==> src/rtl/mem_pkg.sv <==
// rtl/mem_pkg.sv - shared types and default constants for the data-memory path
package mem_pkg;

  typedef enum logic [1:0] {
    IDLE = 2'd0,
    LOW  = 2'd1,
    HIGH = 2'd2,
    DONE = 2'd3
  } sram_state_t;

  localparam int SRAM_BASE_ADDR     = 1024;
  localparam int SRAM_ADDR_W        = 18;
  localparam int SRAM_ACCESS_CYCLES = 2;

endpackage

==> src/rtl/sram_phase_counter.sv <==
// rtl/sram_phase_counter.sv - cycle counter marking the last cycle of an SRAM half-word phase
module sram_phase_counter #(
  parameter int ACCESS_CYCLES = mem_pkg::SRAM_ACCESS_CYCLES
) (
  input  logic clk,
  input  logic rst,
  input  logic clear,
  output logic last,
  output logic last_next
);

  localparam logic [3:0] LAST_COUNT = 4'(ACCESS_CYCLES - 1);

  logic [3:0] count;
  logic [3:0] count_d;

  // Restart from zero whenever a new phase is about to begin
  always_comb begin
    count_d = clear ? 4'd0 : count + 4'd1;
  end

  // Count register
  always_ff @(posedge clk or negedge rst) begin
    if (!rst) begin
      count <= 4'd0;
    end else begin
      count <= count_d;
    end
  end

  assign last      = (count == LAST_COUNT);
  // Tells the strobe logic one cycle early that the hold cycle is next
  assign last_next = (count_d == LAST_COUNT);

endmodule

==> src/rtl/sram_controller.sv <==
// rtl/sram_controller.sv - 32-bit MEM-stage loads/stores executed as two 16-bit SRAM accesses
module sram_controller #(
  parameter int BASE_ADDR     = mem_pkg::SRAM_BASE_ADDR,
  parameter int SRAM_ADDR_W   = mem_pkg::SRAM_ADDR_W,
  parameter int ACCESS_CYCLES = mem_pkg::SRAM_ACCESS_CYCLES
) (
  input  logic                   clk,
  input  logic                   rst,
  input  logic                   rd_en,
  input  logic                   wr_en,
  input  logic [31:0]            address,
  input  logic [31:0]            wr_data,
  output logic [31:0]            rd_data,
  output logic                   ready,
  output logic [SRAM_ADDR_W-1:0] sram_addr,
  output logic [15:0]            sram_dq_out,
  output logic                   sram_dq_oe,
  input  logic [15:0]            sram_dq_in,
  output logic                   sram_we_n
);

  import mem_pkg::*;

  localparam int WORD_W = SRAM_ADDR_W - 1;

  sram_state_t       state;
  sram_state_t       state_d;
  logic              req;
  logic              last;
  logic              last_next;
  logic              phase_clear;
  logic [WORD_W-1:0] word_d;
  logic [WORD_W-1:0] word_q;
  logic [31:0]       data_q;
  logic              wr_q;

  assign req    = rd_en | wr_en;
  // Out-of-range addresses simply wrap inside the SRAM
  assign word_d = WORD_W'((address - 32'(BASE_ADDR)) >> 2);
  assign ready  = ~req | (state == DONE);

  // Counter restarts on every phase change and is held at zero while idle
  assign phase_clear = (state_d != state) | (state == IDLE);

  sram_phase_counter #(
    .ACCESS_CYCLES(ACCESS_CYCLES)
  ) u_phase_counter (
    .clk      (clk),
    .rst      (rst),
    .clear    (phase_clear),
    .last     (last),
    .last_next(last_next)
  );

  // State register
  always_ff @(posedge clk or negedge rst) begin
    if (!rst) begin
      state <= IDLE;
    end else begin
      state <= state_d;
    end
  end

  // Next-state logic: each half-word phase ends on the counter's last cycle
  always_comb begin
    state_d = state;
    case (state)
      IDLE:    if (req)  state_d = LOW;
      LOW:     if (last) state_d = HIGH;
      HIGH:    if (last) state_d = DONE;
      DONE:    state_d = IDLE;
      default: state_d = IDLE;
    endcase
  end

  // Request latch, registered SRAM pins and read-data capture
  always_ff @(posedge clk or negedge rst) begin
    if (!rst) begin
      word_q      <= '0;
      data_q      <= 32'd0;
      wr_q        <= 1'b0;
      rd_data     <= 32'd0;
      sram_addr   <= '0;
      sram_dq_out <= 16'd0;
      sram_dq_oe  <= 1'b0;
      sram_we_n   <= 1'b1;
    end else begin
      case (state)
        IDLE: begin
          if (req) begin
            word_q      <= word_d;
            data_q      <= wr_data;
            wr_q        <= wr_en;
            sram_addr   <= {word_d, 1'b0};
            sram_dq_out <= wr_data[15:0];
            sram_dq_oe  <= wr_en;
            sram_we_n   <= ~wr_en;
          end
        end
        LOW: begin
          if (last) begin
            sram_addr   <= {word_q, 1'b1};
            sram_dq_out <= data_q[31:16];
            sram_we_n   <= ~wr_q;
            if (!wr_q) rd_data[15:0] <= sram_dq_in;
          end else begin
            sram_we_n <= ~wr_q | last_next;
          end
        end
        HIGH: begin
          if (last) begin
            sram_dq_oe <= 1'b0;
            sram_we_n  <= 1'b1;
            if (!wr_q) rd_data[31:16] <= sram_dq_in;
          end else begin
            sram_we_n <= ~wr_q | last_next;
          end
        end
        default: begin
        end
      endcase
    end
  end

endmodule

==> config.mk <==
export PLATFORM = sky130hd
export DESIGN_NAME = sram_controller
export DESIGN_NICKNAME = d
export VERILOG_FILES = /design/src/rtl/mem_pkg.sv /design/src/rtl/sram_phase_counter.sv /design/src/rtl/sram_controller.sv
export SDC_FILE = /design/constraint.sdc
export NUM_CORES = 1
export LEC_CHECK = 0
export BUFFER_PORTS_ARGS = -buffer_cell sky130_fd_sc_hd__buf_2
export CORE_UTILIZATION = 43
export CTS_BUF_LIST = sky130_fd_sc_hd__clkbuf_16
export DETAILED_ROUTE_END_ITERATION = 8
export PLACE_DENSITY = 0.71
export SETUP_SLACK_MARGIN = 0.5
export SLEW_MARGIN = 20
export SYNTH_ARGS = -nofsm -noshare
export SYNTH_HDL_FRONTEND = slang
export SYNTH_HIERARCHICAL = 1
export SYNTH_SLANG_ARGS = --single-unit
export TNS_END_PERCENT = 1
==> constraint.sdc <==
create_clock -name clk -period 3.6 [get_ports clk]
set_input_delay 0.36 -clock clk [delete_from_list [all_inputs] [get_ports clk]]
set_output_delay 0.36 -clock clk [all_outputs]
set_load 0.02 [all_outputs]
==> results.md <==
- Layout overhead on the synthesized area: 22.92%
- Run status: finished with violations
- Core ar.: around 11,000 µm²
- Vias in the first global route: roughly 3,500
- Primary FF master, synth: dfrtp_1
- CTS clk-pin slew, worst paths: 70 ps
- Minimum period implied by the final worst setup slack: 2646 ps
- Number of rows created at floorplan: 37
- Worst-case hold slack: -1.108 ps
- Data arrival time of the critical path: about 2900 ps
- Nature of the critical path startpoint: flip-flop
- R2R cell count: 13
- Per-cell via count in the routed design: about 5.1
- Category of the most critical setup path: reg2reg
- Post-cts sizing count: 0
- Die area: approximately 11,000 µm²
- Fraction of final layout cells with drive strength greater than 1: 0.4326
- Total length of routed met3 wires: about 700 µm
- Ys Warns: 6
- Met2 wire len: about 4700 µm
- Drc violations: 0
- Power Internal: 3.428 mW
- Critical Path Fanout Max: 9
- Synth Instances: around 400
- Detailed-route wire length per cell: 15.07 µm
- Synthesized area divided by synthesized cell count: about 12 µm²
- Unique masters post-synth: 35
- Most common cell after layout, fill and taps aside: buf_2
- H-tree lvl count: 3
- Most frequent cells in the layout: buf_2, dfrtp_1, mux2_2
- RD Place Congestion: between 0.8 and 0.9
- Layout net count: roughly 620
- Total global-route track usage: 0.1835
- Switching Fraction: 0.3993
- Reg-to-Reg Start: u_phase_counter/count[1]$_DFF_PN0_
- Synthesized net count: about 480
- Quantity of I/O buffers inserted on ports: approximately 140
- Initial standard-cell utilization of the core: 0.4514
- I/O pin cnt: approximately 150
- FF+latch count, synth: roughly 110
- Post-Layout Inst Area: 5831 µm²
- VDD IR-drop max: between 0.4 and 0.5 mV
- Aggregate negative setup slack: 0 ps
- Max Clock Skew: just over 10 ps
- Hold buffer count at cts: 0
- Post-DP HPWL: a little over 7000 µm
- Slew Limit Fails: 0
- Number of synthesized flops with an enable pin: 0
- RSZ-0062 raised after global routing: no
- Classification of the worst-slack hold path: in2async
- Antenna Cells: 0
- Slew headroom: 0.4502
- Routed metal-1 wirelength: about 4500 µm
- Highest metal used: met5
- Drt initial violations: ~130
- Antenna violations before repair: 1
- Routed wire length: about 10000 µm
- Static Leakage: 2.778 nW
- Count of fill cells added during filler insertion: a little over 900
- Reg-to-Reg End: sram_we_n$_DFFE_PN1P_
- Final ANT Viol Nets: 0
- Final count of negative-setup-slack endpoints: 0
- Combinational fraction of design power: 0.451
- TritonRoute pass-1 iters: 4
- Inserted Clock Buffers: 9
- Number of sinks handled by clock tree synthesis: between 100 and 150
- Highest cell delay on the worst timing path: approximately 410 ps
- Transition at the pin with the smallest max-transition slack: around 820 ps
- Pwr Density: approximately 1000 nW/µm²
- Final Cycle Share: 0.7351
- Placement Setup Slack: around 960 ps
- Clock root cell: clkbuf_16
- Ys async rst share: 1.000
- Number of failing hold endpoints at the final stage: 1
- Critical path required time: about 3900 ps
- Violations in the final reports: negative hold slack
- Pin count of the biggest net entering global routing: slightly below 60
- Longest Clk Path Bufs: 2
- Setup slack of the critical path after layout: approximately 950 ps
- Sequential power share: 0.376
- Die outline height: 107.0 µm
- Proportion of synthesized chip area in sequential cells: 0.5700
- Width of the die: between 100 and 150 µm
- First-pass GRT wire length: 16,660 µm
- Cell breakdown of the critical path: inv_1, ha_1, nor3b_1, buf_4, inv_1, o21ai_0, nor3b_1, a211o_1, nor2_1, and4b_1, o31ai_1, o22ai_1, mux2_2
- Setup slack of the most critical reg-to-reg path: between 900 and 1000 ps
- Overall overflow remaining after global route: 0
- Top achievable clock speed: roughly 380 MHz
- Clock insertion delay at the later pin of the skew report: approximately 340 ps
- Vias post-DR: roughly 3,400
- TritonCTS clock tree: done
- Number of buffers added for setup after CTS: 0
- Critical-path cell with the highest stage delay: dfrtp_1
- Post-Synthesis Cell Area: ~4700 µm²
- Crit end category: flip-flop
- Max-cap viol count: 0
- Part of the power in the clock network: 0.173
- Sw power: 2.279 mW
- Total placed instance area: 5529 µm²
worst max-delay path by stage:
stage                                                  start                   endpoint  slack, ps  cells after the start
after floorplan           u_phase_counter/count[1]$_DFF_PN0_      sram_we_n$_DFFE_PN1P_       1280                     13
after global routing                      state[1]$_DFF_PN0_  sram_addr[17]$_DFFE_PN0P_        740                      7
final                     u_phase_counter/count[1]$_DFF_PN0_      sram_we_n$_DFFE_PN1P_        950                     13
after detailed placement                  state[1]$_DFF_PN0_  sram_addr[16]$_DFFE_PN0P_        960                      7
after global placement                    state[1]$_DFF_PN0_  sram_addr[16]$_DFFE_PN0P_        990                      7
after CTS                                 state[1]$_DFF_PN0_  sram_addr[16]$_DFFE_PN0P_        950                      7
synthesized netlist by cell type, drive strengths merged (4+ instances only):
master  number  area share
buf         18       0.024
nand3        5      0.0063
o21ai       43       0.046
ha          10       0.026
nand2       45       0.036
dfrtp      107        0.56
nor3b        5      0.0090
nor2        17       0.013
xnor2        8       0.015
inv          9      0.0071
a21oi       10       0.011
mux2        60        0.14
mux2i       25       0.053
nor3         4      0.0042
worst max-delay path, delay by kind of cell (launching register included):
| family | cells | cell delay, ps |
|---|---|---|
| fa+ha+maj | 1 | 120 |
| flops | 1 | 410 |
| simple gates | 4 | 660 |
| buf+inv | 3 | 360 |
| mux | 1 | 270 |
| compound gates | 4 | 760 |
registers in the layout, indices dropped and copies added (netlist names):
signal / cells
word_q: 17
data_q: 16
state: 2
sram_addr: 18
rd_data: 32
u_phase_counter/count: 4
sram_dq_out: 16
sram_dq_oe: 1
wr_q: 1
sram_we_n: 1
power by group through the flow:
stage               Combinational, mW  Sequential, mW  Clock [mW]
finish                           2.58            2.14       0.987
floorplan                        1.46            2.59           0
CTS                              2.60            2.15        1.01
detailed placement               2.60            2.17           0
global route                     2.83            2.22        1.06
global placement                 2.52            2.12           0
per-stage QoR:
stage / cells / util / power [mW] / hold WS (ps)
finish: 663 / 0.5548 / 5.706 / -1.108
detailed placement: 647 / 0.5261 / 4.768 / 376.1
global route: 663 / 0.5548 / 6.105 / 37.33
floorplan: 389 / - / 4.050 / 64.41
CTS: 663 / 0.5548 / 5.760 / 14.58
global placement: 647 / 0.5261 / 4.647 / 368.5
layer usage:
metal	vias up	global-route usage
met5	-	0
met2	109	0.3051
met4	2	0.04990
met1	1632	0.2351
li1	1619	-
met3	15	0.05106
layout make-up:
| type | instances | area, µm² | share of cell area |
|---|---|---|---|
| inverters | 9 | 33.78 | 0.005794 |
| flip-flops and latches | 108 | 2704 | 0.4637 |
| clock buffers | 9 | 225.2 | 0.03863 |
| well taps | 136 | 170.2 | 0.02918 |
| multi-input cells | 252 | 1896 | 0.3251 |
| repair buffers | 142 | 725.7 | 0.1245 |
| clock inverters | 7 | 76.32 | 0.01309 |
logic make-up after synthesis:
| group | count (synthesis) | synth area share |
|---|---|---|
| AO/OA/AOI/OAI | 64 | 0.07439 |
| AND/OR/NAND/NOR | 85 | 0.08599 |
| flip-flops | 108 | 0.5700 |
| buffers and inverters | 29 | 0.03245 |
| multiplexers | 85 | 0.1960 |
| XOR/XNOR | 8 | 0.01477 |
| adder cells (fa/ha/maj) | 10 | 0.02638 |
No activity file was read; power rests on OpenSTA's default activity.
